**src/rtl/regwrite_arbiter_pkg.sv**
```systemverilog
// Shared register codes, widths and arbitration types for the register-file
// writeback path.
package regwrite_arbiter_pkg;

  localparam int REG_SEL_W   = 4;
  localparam int REG_DATA_W  = 16;
  localparam int QUEUE_DEPTH = 2;

  localparam logic [REG_SEL_W-1:0] REG_ZERO = 4'd0;
  localparam logic [REG_SEL_W-1:0] REG_ONE  = 4'd1;
  localparam logic [REG_SEL_W-1:0] REG_R0   = 4'd2;
  localparam logic [REG_SEL_W-1:0] REG_R1   = 4'd3;
  localparam logic [REG_SEL_W-1:0] REG_R2   = 4'd4;
  localparam logic [REG_SEL_W-1:0] REG_R3   = 4'd5;

  typedef enum logic {
    PREF_ALU = 1'b0,
    PREF_MEM = 1'b1
  } pref_e;

  // Constant registers: writes to them are accepted but have no effect.
  function automatic logic is_sink_sel(input logic [REG_SEL_W-1:0] sel);
    return (sel == REG_ZERO) || (sel == REG_ONE);
  endfunction

endpackage

```
**src/rtl/regwrite_arbiter_wb_queue.sv**
```systemverilog
// Small FIFO of pending register writes with a head view and an
// "any entry targets this register" lookup used for ID stall decisions.
module regwrite_arbiter_wb_queue
  import regwrite_arbiter_pkg::*;
#(
  parameter int SEL_W  = REG_SEL_W,
  parameter int DATA_W = REG_DATA_W,
  parameter int DEPTH  = QUEUE_DEPTH
) (
  input  logic              clk,
  input  logic              rst,
  input  logic              push,
  input  logic [SEL_W-1:0]  push_sel,
  input  logic [DATA_W-1:0] push_data,
  input  logic              pop,
  output logic              ready,
  output logic              nonempty,
  output logic [SEL_W-1:0]  head_sel,
  output logic [DATA_W-1:0] head_data,
  input  logic [SEL_W-1:0]  query_sel,
  output logic              query_match
);

  localparam int PTR_W = $clog2(DEPTH);

  logic [SEL_W-1:0]  sel_mem  [DEPTH];
  logic [DATA_W-1:0] data_mem [DEPTH];
  logic [PTR_W-1:0]  rd_ptr_reg;
  logic [PTR_W-1:0]  wr_ptr_reg;
  logic [PTR_W:0]    count_reg;
  logic [DEPTH-1:0]  entry_hit;

  assign ready     = count_reg < (PTR_W+1)'(DEPTH);
  assign nonempty  = count_reg != '0;
  assign head_sel  = sel_mem[rd_ptr_reg];
  assign head_data = data_mem[rd_ptr_reg];

  always_ff @(posedge clk or posedge rst) begin
    if (rst) begin
      rd_ptr_reg <= '0;
      wr_ptr_reg <= '0;
      count_reg  <= '0;
    end else begin
      if (push) wr_ptr_reg <= wr_ptr_reg + PTR_W'(1);
      if (pop)  rd_ptr_reg <= rd_ptr_reg + PTR_W'(1);
      case ({push, pop})
        2'b10:   count_reg <= count_reg + (PTR_W+1)'(1);
        2'b01:   count_reg <= count_reg - (PTR_W+1)'(1);
        default: count_reg <= count_reg;
      endcase
    end
  end

  // Storage carries no reset; occupancy alone decides which slots are live.
  always_ff @(posedge clk) begin
    if (push) begin
      sel_mem[wr_ptr_reg]  <= push_sel;
      data_mem[wr_ptr_reg] <= push_data;
    end
  end

  // A slot is live when its distance from the read pointer is below count.
  generate
    for (genvar gi = 0; gi < DEPTH; gi++) begin : g_entry
      logic [PTR_W-1:0] age;
      assign age = PTR_W'(gi) - rd_ptr_reg;
      assign entry_hit[gi] = ({1'b0, age} < count_reg) && (sel_mem[gi] == query_sel);
    end
  endgenerate

  assign query_match = |entry_hit;

endmodule

```
**src/rtl/regwrite_arbiter.sv**
```systemverilog
// Round-robin merge of ALU and load writebacks onto the single register-file
// write port, with a pending-write query for the ID stage.
module regwrite_arbiter
  import regwrite_arbiter_pkg::*;
#(
  parameter int DATA_W = REG_DATA_W,
  parameter int SEL_W  = REG_SEL_W,
  parameter int DEPTH  = QUEUE_DEPTH
) (
  input  logic              clk,
  input  logic              rst,
  input  logic              alu_valid_in,
  output logic              alu_ready_out,
  input  logic [SEL_W-1:0]  alu_sel_in,
  input  logic [DATA_W-1:0] alu_data_in,
  input  logic              mem_valid_in,
  output logic              mem_ready_out,
  input  logic [SEL_W-1:0]  mem_sel_in,
  input  logic [DATA_W-1:0] mem_data_in,
  output logic              setwrite_out,
  output logic [SEL_W-1:0]  sel_regwrite_out,
  output logic [DATA_W-1:0] data_out,
  input  logic [SEL_W-1:0]  query_sel_in,
  output logic              query_pending_out
);

  logic              alu_push, mem_push;
  logic              alu_nonempty, mem_nonempty;
  logic [SEL_W-1:0]  alu_head_sel, mem_head_sel;
  logic [DATA_W-1:0] alu_head_data, mem_head_data;
  logic              alu_match, mem_match;
  logic              grant_alu, grant_mem;
  pref_e             pref_reg;
  logic              setwrite_reg;
  logic [SEL_W-1:0]  sel_reg;
  logic [DATA_W-1:0] data_reg;

  // Sink-register writes complete the handshake but are never stored.
  assign alu_push = alu_valid_in && alu_ready_out && !is_sink_sel(alu_sel_in);
  assign mem_push = mem_valid_in && mem_ready_out && !is_sink_sel(mem_sel_in);

  regwrite_arbiter_wb_queue #(.SEL_W(SEL_W), .DATA_W(DATA_W), .DEPTH(DEPTH)) u_alu_queue (
    .clk         (clk),
    .rst         (rst),
    .push        (alu_push),
    .push_sel    (alu_sel_in),
    .push_data   (alu_data_in),
    .pop         (grant_alu),
    .ready       (alu_ready_out),
    .nonempty    (alu_nonempty),
    .head_sel    (alu_head_sel),
    .head_data   (alu_head_data),
    .query_sel   (query_sel_in),
    .query_match (alu_match)
  );

  regwrite_arbiter_wb_queue #(.SEL_W(SEL_W), .DATA_W(DATA_W), .DEPTH(DEPTH)) u_mem_queue (
    .clk         (clk),
    .rst         (rst),
    .push        (mem_push),
    .push_sel    (mem_sel_in),
    .push_data   (mem_data_in),
    .pop         (grant_mem),
    .ready       (mem_ready_out),
    .nonempty    (mem_nonempty),
    .head_sel    (mem_head_sel),
    .head_data   (mem_head_data),
    .query_sel   (query_sel_in),
    .query_match (mem_match)
  );

  // Same-register conflict favours the load so the ALU value lands last.
  always_comb begin
    grant_alu = 1'b0;
    grant_mem = 1'b0;
    if (alu_nonempty && mem_nonempty) begin
      if (alu_head_sel == mem_head_sel) grant_mem = 1'b1;
      else if (pref_reg == PREF_MEM)    grant_mem = 1'b1;
      else                              grant_alu = 1'b1;
    end else begin
      grant_alu = alu_nonempty;
      grant_mem = mem_nonempty;
    end
  end

  always_ff @(posedge clk or posedge rst) begin
    if (rst) begin
      pref_reg     <= PREF_ALU;
      setwrite_reg <= 1'b0;
      sel_reg      <= '0;
      data_reg     <= '0;
    end else begin
      setwrite_reg <= grant_alu || grant_mem;
      if (grant_alu) begin
        pref_reg <= PREF_MEM;
        sel_reg  <= alu_head_sel;
        data_reg <= alu_head_data;
      end else if (grant_mem) begin
        pref_reg <= PREF_ALU;
        sel_reg  <= mem_head_sel;
        data_reg <= mem_head_data;
      end
    end
  end

  assign setwrite_out     = setwrite_reg;
  assign sel_regwrite_out = sel_reg;
  assign data_out         = data_reg;

  assign query_pending_out = !is_sink_sel(query_sel_in) &&
                             (alu_match || mem_match ||
                              (setwrite_reg && (sel_reg == query_sel_in)));

endmodule
```
**config.mk**
```make
export PLATFORM = sky130hd
export DESIGN_NAME = regwrite_arbiter
export DESIGN_NICKNAME = d
export VERILOG_FILES = /design/src/rtl/regwrite_arbiter_pkg.sv /design/src/rtl/regwrite_arbiter_wb_queue.sv /design/src/rtl/regwrite_arbiter.sv
export SDC_FILE = /design/constraint.sdc
export NUM_CORES = 1
export LEC_CHECK = 0
export CAP_MARGIN = 25
export CELL_PAD_IN_SITES_DETAIL_PLACEMENT = 0
export CELL_PAD_IN_SITES_GLOBAL_PLACEMENT = 1
export CORE_MARGIN = 4
export CORE_UTILIZATION = 30
export DETAILED_ROUTE_END_ITERATION = 7
export GPL_ROUTABILITY_DRIVEN = 1
export PLACE_DENSITY_LB_ADDON = 0.1
export SLEW_MARGIN = 0
export SYNTH_ARGS = -nofsm -noshare
export SYNTH_HDL_FRONTEND = slang
export SYNTH_SLANG_ARGS = --single-unit
export TNS_END_PERCENT = 30
```
**constraint.sdc**
```tcl
create_clock -name clk -period 2.96 [get_ports clk]
set_clock_uncertainty 0.2 [all_clocks]
set_input_delay 0.592 -clock clk [delete_from_list [all_inputs] [get_ports clk]]
set_output_delay 0.592 -clock clk [all_outputs]
set_load 0.05 [all_outputs]
```
Yosys cells after proc, flatten, opt, wreduce, memory -nomap -nowiden --
Memory sizes are Yosys's and may differ from the RTL's. Index checks and enable logic that the tools add are counted.
Word-level totals: logic and storage cells 93, output and inout bits 24, input port bits 48, register bits after elaboration 30, memory bits (writable) 80, memories 4
Operators by class: $add $sub $neg 12, $lt $le $gt $ge 6, muxes and demuxes 18, reduce and logical (&&, ||, !) cells 30, equality and inequality tests 13
Memories:
- u_alu_queue.data_mem | depth 2, bits a word 16, read ports 1, clocked after Yosys merged registers in 0, write ports 1, line regwrite_arbiter_wb_queue.sv:27 | logic [DATA_W-1:0] data_mem [DEPTH];
- u_mem_queue.data_mem | depth 2, bits a word 16, read ports 1, clocked after Yosys merged registers in 0, write ports 1, line regwrite_arbiter_wb_queue.sv:27
- u_alu_queue.sel_mem | depth 2, bits a word 4, read ports 3, clocked after Yosys merged registers in 0, write ports 1, line regwrite_arbiter_wb_queue.sv:26 | logic [SEL_W-1:0] sel_mem [DEPTH];
- u_mem_queue.sel_mem | depth 2, bits a word 4, read ports 3, clocked after Yosys merged registers in 0, write ports 1, line regwrite_arbiter_wb_queue.sv:26
Operators by type and width (number):
- two-way mux 16 bit | 2
- == test 4 bit | 6
- == test 4 x 1 -> 1 bit (second input constant) | 3
- logical NOT 4 bit | 3
- two-way mux 1 bit | 12
- logical AND 1 bit | 11
- nonzero test 2 bit | 5
- less-than comparator 1 x 2 -> 1 bit | 4
- two-way mux 4 bit | 2
- case mux 2 bit (2 select lines) | 2
- logical OR 1 bit | 6
- adder 1 bit (second input constant) | 4
- adder 2 x 1 -> 2 bit (second input constant) | 2
- == test 2 x 1 -> 1 bit (second input constant) | 2
- == test 2 bit (second input constant) | 2
- less-than comparator 2 bit (second input constant) | 2
- OR reduction 2 bit | 2
- subtractor 1 bit (first input constant) | 4
- subtractor 2 x 1 -> 2 bit (second input constant) | 2
- logical NOT 1 bit | 3

Logic depth before layout (Yosys ltp) --
Gate-level depths: netlist of the first run.
word-level depth 7, mapped depth 9, depth with buffers taken out 8

Modules after synthesis --
A second synthesis of the first run with hierarchy kept.
Second synthesis, totals: cells, all modules 302, area total of the unflattened synthesis 4729.5 µm²
Modules (own cells, without submodules):
- regwrite_arbiter_wb_queue | seq. area each 1301.2 µm², area each 1732.9 µm², cells each 94, times used 2
- regwrite_arbiter | seq. area each 550.5 µm², area each 1263.7 µm², cells each 114, times used 1

Worst setup path before layout of the first run --
OpenSTA, ideal clock, no wires.
path kind input-to-output, from input port query_sel_in[3], to output port query_pending_out, buffers on the path 1, data arrival time 2152 ps, slack 16 ps, cell stages on the path 6, data required time 2168 ps, path through clkbuf_1 -> xnor2_1 -> o21ai_0 -> nor4_1 -> a31oi_1 -> a31oi_1
On the way: longest elaborated chain between the ends 6, elaborated cells on any way between the ends 19, classes of those cells 6 x eq/ne; 13 x reduce/logical
Ends and longest elaborated chain:
- start, declared | line regwrite_arbiter.sv:23 | input logic [SEL_W-1:0] query_sel_in,
- == test 4 bit | line regwrite_arbiter_wb_queue.sv:67 | assign entry_hit[gi] = ({1'b0, age} < count_reg) && (sel_mem[gi] == query_sel);
- logical AND 1 bit | line regwrite_arbiter_wb_queue.sv:67
- OR reduction 2 bit | line regwrite_arbiter_wb_queue.sv:71 | assign query_match = |entry_hit;
- logical OR 1 bit (2 in a row) | line regwrite_arbiter.sv:111 | (alu_match || mem_match ||
- logical AND 1 bit * | line regwrite_arbiter.sv:110 | assign query_pending_out = !is_sink_sel(query_sel_in) &&
- end, declared | line regwrite_arbiter.sv:24 | output logic query_pending_out
Mark *: on every way between the ends. The rest lies on a longest branch, timed or not.

Worst setup path in the final report of the first run --
from input port query_sel_in[2], to output port query_pending_out
Same word-level chain as after synthesis.

==> metrics.md, run 1 <==
| Metric | Value |
|---|---|
| Reg2Reg Setup Slack | `0.48 ns` |
| CTS Hold Bufs | `0` |
| Clk slew on worst S/H paths | `0.06 ns` |
| DRT Wirelength | `12,000 µm` |
| Req. time, crit path | `2.17 ns` |
| IO buf count | `71` |
| Die area | `0.0181 mm²` |
| Root buf cell | `clkbuf_16` |
| Power per cell area | `1100 mW/mm²` |
| Drt first pass iters | `6` |
| Status | `finished, final reports clean` |
| Die height | `135 µm` |
| Largest net degree at the start of global routing | `31` |
| Final Max Slew Viols | `0` |
| Distinct cell type count after synthesis | `31` |
| Area grow syn2layout | `28.2%` |
| Clock insertion delay at the later pin of the skew report | `0.34 ns` |
| Max Clk Rate | `353 MHz` |
| Core area | `0.0158 mm²` |
| RSZ-0062 raised after global routing | `no` |
| Row cnt | `46` |
| WL per Instance | `18.9 µm` |
| Post-Syn Area per Cell | `14.4 µm²` |
| Worst-Margin Slew | `0.640 ns` |
| CTS tree | `built` |
| R2R Path End | `u_alu_queue.count_reg[1]` |
| Via count of the first global-routing pass | `3,344` |
| Vias | `3,132` |
| DP Area | `0.00590 mm²` |
| Worst r2r src | `u_mem_queue.rd_ptr_reg` |
| P_leak | `0.00213 µW` |
| Syn Inst Count | `334` |
| Endpoints failing setup | `0` |
| Pre-CTS setup slack | `-0.0405 ns` |
| First-pass GRT wire length | `18,700 µm` |
| Hold Path Sink | `u_mem_queue.wr_ptr_reg` |
| Register bit count reported by yosys | `110` |
| Setup ws final | `0.130 ns` |
| Final Hold Viols | `0` |
| Via-per-instance ratio | `4.93` |
| Initial antenna violation count | `0` |
| DP Wirelength | `8340 µm` |
| Gpl congestion | `0.732` |
| Share of layout cells above drive strength 1 | `19.1%` |
| H-tree depth | `3` |
| Setup crit end kind | `primary output` |
| Final hold slack | `0.295 ns` |
| Clock Path Buffers | `2` |
| Max VDD drop | `0.640 mV` |
| Starting density of the core | `30.4%` |
| Final Cycle Share | `95.6%` |
| Nets@finish | `465` |
| CP Class | `in -> out` |
| Total Routing Usage GR | `13.6%` |
| Crit path DAT | `2.04 ns` |
| Max-cap viol count | `0` |
| # clock sinks | `110` |
| Residual DRC | `0` |
| HP Start | `u_mem_queue.wr_ptr_reg` |
| Slew headroom | `57.0%` |
| I/O pin cnt | `72` |
| Remaining antenna violation count after routing | `0` |
| Crit Path Max Fanout | `4` |
| Final Total Pwr | `6800 µW` |
| Synth Cell Area | `0.00482 mm²` |
| Register area share after synthesis | `65.5%` |
| HP Class | `reg -> reg` |
| Gr ovfl total | `0` |
| Hold path depth | `1` |
| Initial DRC count | `189` |
| R2R cell count | `7` |
| Finished Cell Area | `0.00618 mm²` |
| Die W | `135 µm` |
| Ys Warns | `0` |
| Tmin final | `2.83 ns` |
| Syn nets | `384` |
| Total CTS buffers | `9` |
| Startpoint types | `primary input` |
| Ant. Diodes | `0` |
## cell usage in the layout (no fill, tap or decap), types with 2 or more instances in the layout
master | Yosys | final
nor3_1 | 9 | 7
o211ai_1 | 16 | 16
mux2_2 | 36 | 36
mux2i_1 | 3 | 3
nor4_1 | 3 | 2
nand3_1 | 20 | 20
o311ai_1 | 3 | 3
edfxtp_1 | 80 | 80
clkdlybuf4s50_1 | 0 | 67
xor2_1 | 18 | 18
xnor2_1 | 16 | 16
o21ai_0 | 18 | 18
a31oi_1 | 3 | 2
buf_4 | 0 | 24
ha_1 | 2 | 2
dfrtp_1 | 30 | 30
clkbuf_1 | 17 | 3
a222oi_1 | 16 | 16
dlygate4sd2_1 | 0 | 2
inv_1 | 7 | 7
nor3_2 | 0 | 2
clkbuf_16 | 0 | 9
nor2b_1 | 2 | 2
a221oi_1 | 4 | 4
nor2_1 | 11 | 11
a21oi_1 | 4 | 4
o311ai_0 | 2 | 2
## how the worst max path moves through the flow
| stage | start | to | slack [ns] | cells past startpoint |
|---|---|---|---|---|
| after floorplan | query_sel_in[3] | query_pending_out | 0.02 | 6 |
| after global placement | query_sel_in[0] | query_pending_out | -0.03 | 7 |
| after detailed placement | query_sel_in[0] | query_pending_out | -0.04 | 7 |
| after CTS | query_sel_in[1] | query_pending_out | 0.04 | 6 |
| after global routing | query_sel_in[2] | query_pending_out | 0.04 | 6 |
| final | query_sel_in[2] | query_pending_out | 0.13 | 6 |
## area by class of cell
cell class	count	area, µm²
Tap cell	216	270
Clock inverter	3	38.8
Sequential cell	110	3150
Inverter	7	26.3
Timing Repair Buffer	95	901
Clock buffer	12	236
Fill cell	1496	9650
Multi-Input combinational cell	192	1550
## per-layer routing
metal | share of wire (%) | GRT usage (%) | vias up
met5 | 0 | 0 | -
met4 | 1.7 | 5.60 | 0
met3 | 4.4 | 2.35 | 12
met2 | 51 | 23.2 | 82
met1 | 43 | 17.2 | 1573
li1 | - | - | 1465
## stage by stage
step                util (%)  std cells  setup TNS (ns)
CTS                     39.0        635               0
floorplan                  -        334               0
detailed placement      37.2        620         -0.0405
global placement        37.2        620         -0.0259
global route            39.0        635               0
finish                  39.0        635               0
## worst max-delay path, stage by stage
cell	delay, ns
clkdlybuf4s50_1	0.59
buf_4	0.18
xnor2_1	0.12
nand4_1	0.13
a31oi_2	0.25
buf_12	0.17
## synth_stat cells
cell type | n | share of area (%)
buf_2 | 6 | 0.62
nand3_1 | 20 | 2.1
o311ai_0 | 2 | 0.36
a21oi_2 | 1 | 0.18
ha_1 | 2 | 0.52
xor2_1 | 18 | 3.3
a31oi_1 | 3 | 0.39
inv_1 | 7 | 0.55
nand4_2 | 1 | 0.26
o211ai_1 | 16 | 2.5
mux2i_1 | 3 | 0.62
a21o_1 | 1 | 0.16
a21oi_1 | 4 | 0.42
nor2_1 | 11 | 0.86
buf_1 | 1 | 0.078
mux2i_2 | 1 | 0.29
a221oi_1 | 4 | 0.73
a222oi_1 | 16 | 3.3
nor3_1 | 9 | 0.93
xnor2_1 | 16 | 2.9
nor4_1 | 3 | 0.39
mux2_2 | 36 | 8.4
o311ai_1 | 3 | 0.55
nand4_1 | 1 | 0.13
o311ai_2 | 1 | 0.34
edfxtp_1 | 80 | 50
o21ai_0 | 18 | 1.9
buf_6 | 1 | 0.23
dfrtp_1 | 30 | 16
clkbuf_1 | 17 | 1.3
nor2b_1 | 2 | 0.26
## power breakdown
| part | internal, µW | switching (µW) | leakage, µW |
|---|---|---|---|
| Combinational | 1310 | 1910 | 0.000908 |
| Sequential | 2110 | 304 | 0.00109 |
| Clock | 649 | 516 | 0.000134 |
## logic make-up (layout without fill, tap and decap cells)
kind of cell / count (synthesis) / count (layout) / share of synthesized area [%]
AO/OA/AOI/OAI: 69 / 69 / 10.8
XOR/XNOR: 34 / 34 / 6.18
adder cells (fa/ha/maj): 2 / 2 / 0.519
buffers and inverters: 32 / 117 / 2.81
flip-flops: 110 / 110 / 65.5
multiplexers: 40 / 40 / 9.32
AND/OR/NAND/NOR: 47 / 47 / 4.91
## repair_timing
item	in CTS	in global routing
setup endpoints to repair	1	1
setup buffers	0	0
pin swaps	1	0
resized for setup	2	2
endpoints found under the hold margin	0	0
Note: power is estimated with default switching activity, not from simulation.
==> run 2: changes to the inputs <==
Settings changed: CTS_CLUSTER_DIAMETER from default to 60.
==> results of run 2 <==
Same layout as run 1: the final DEF is identical, and so are final timing and power.
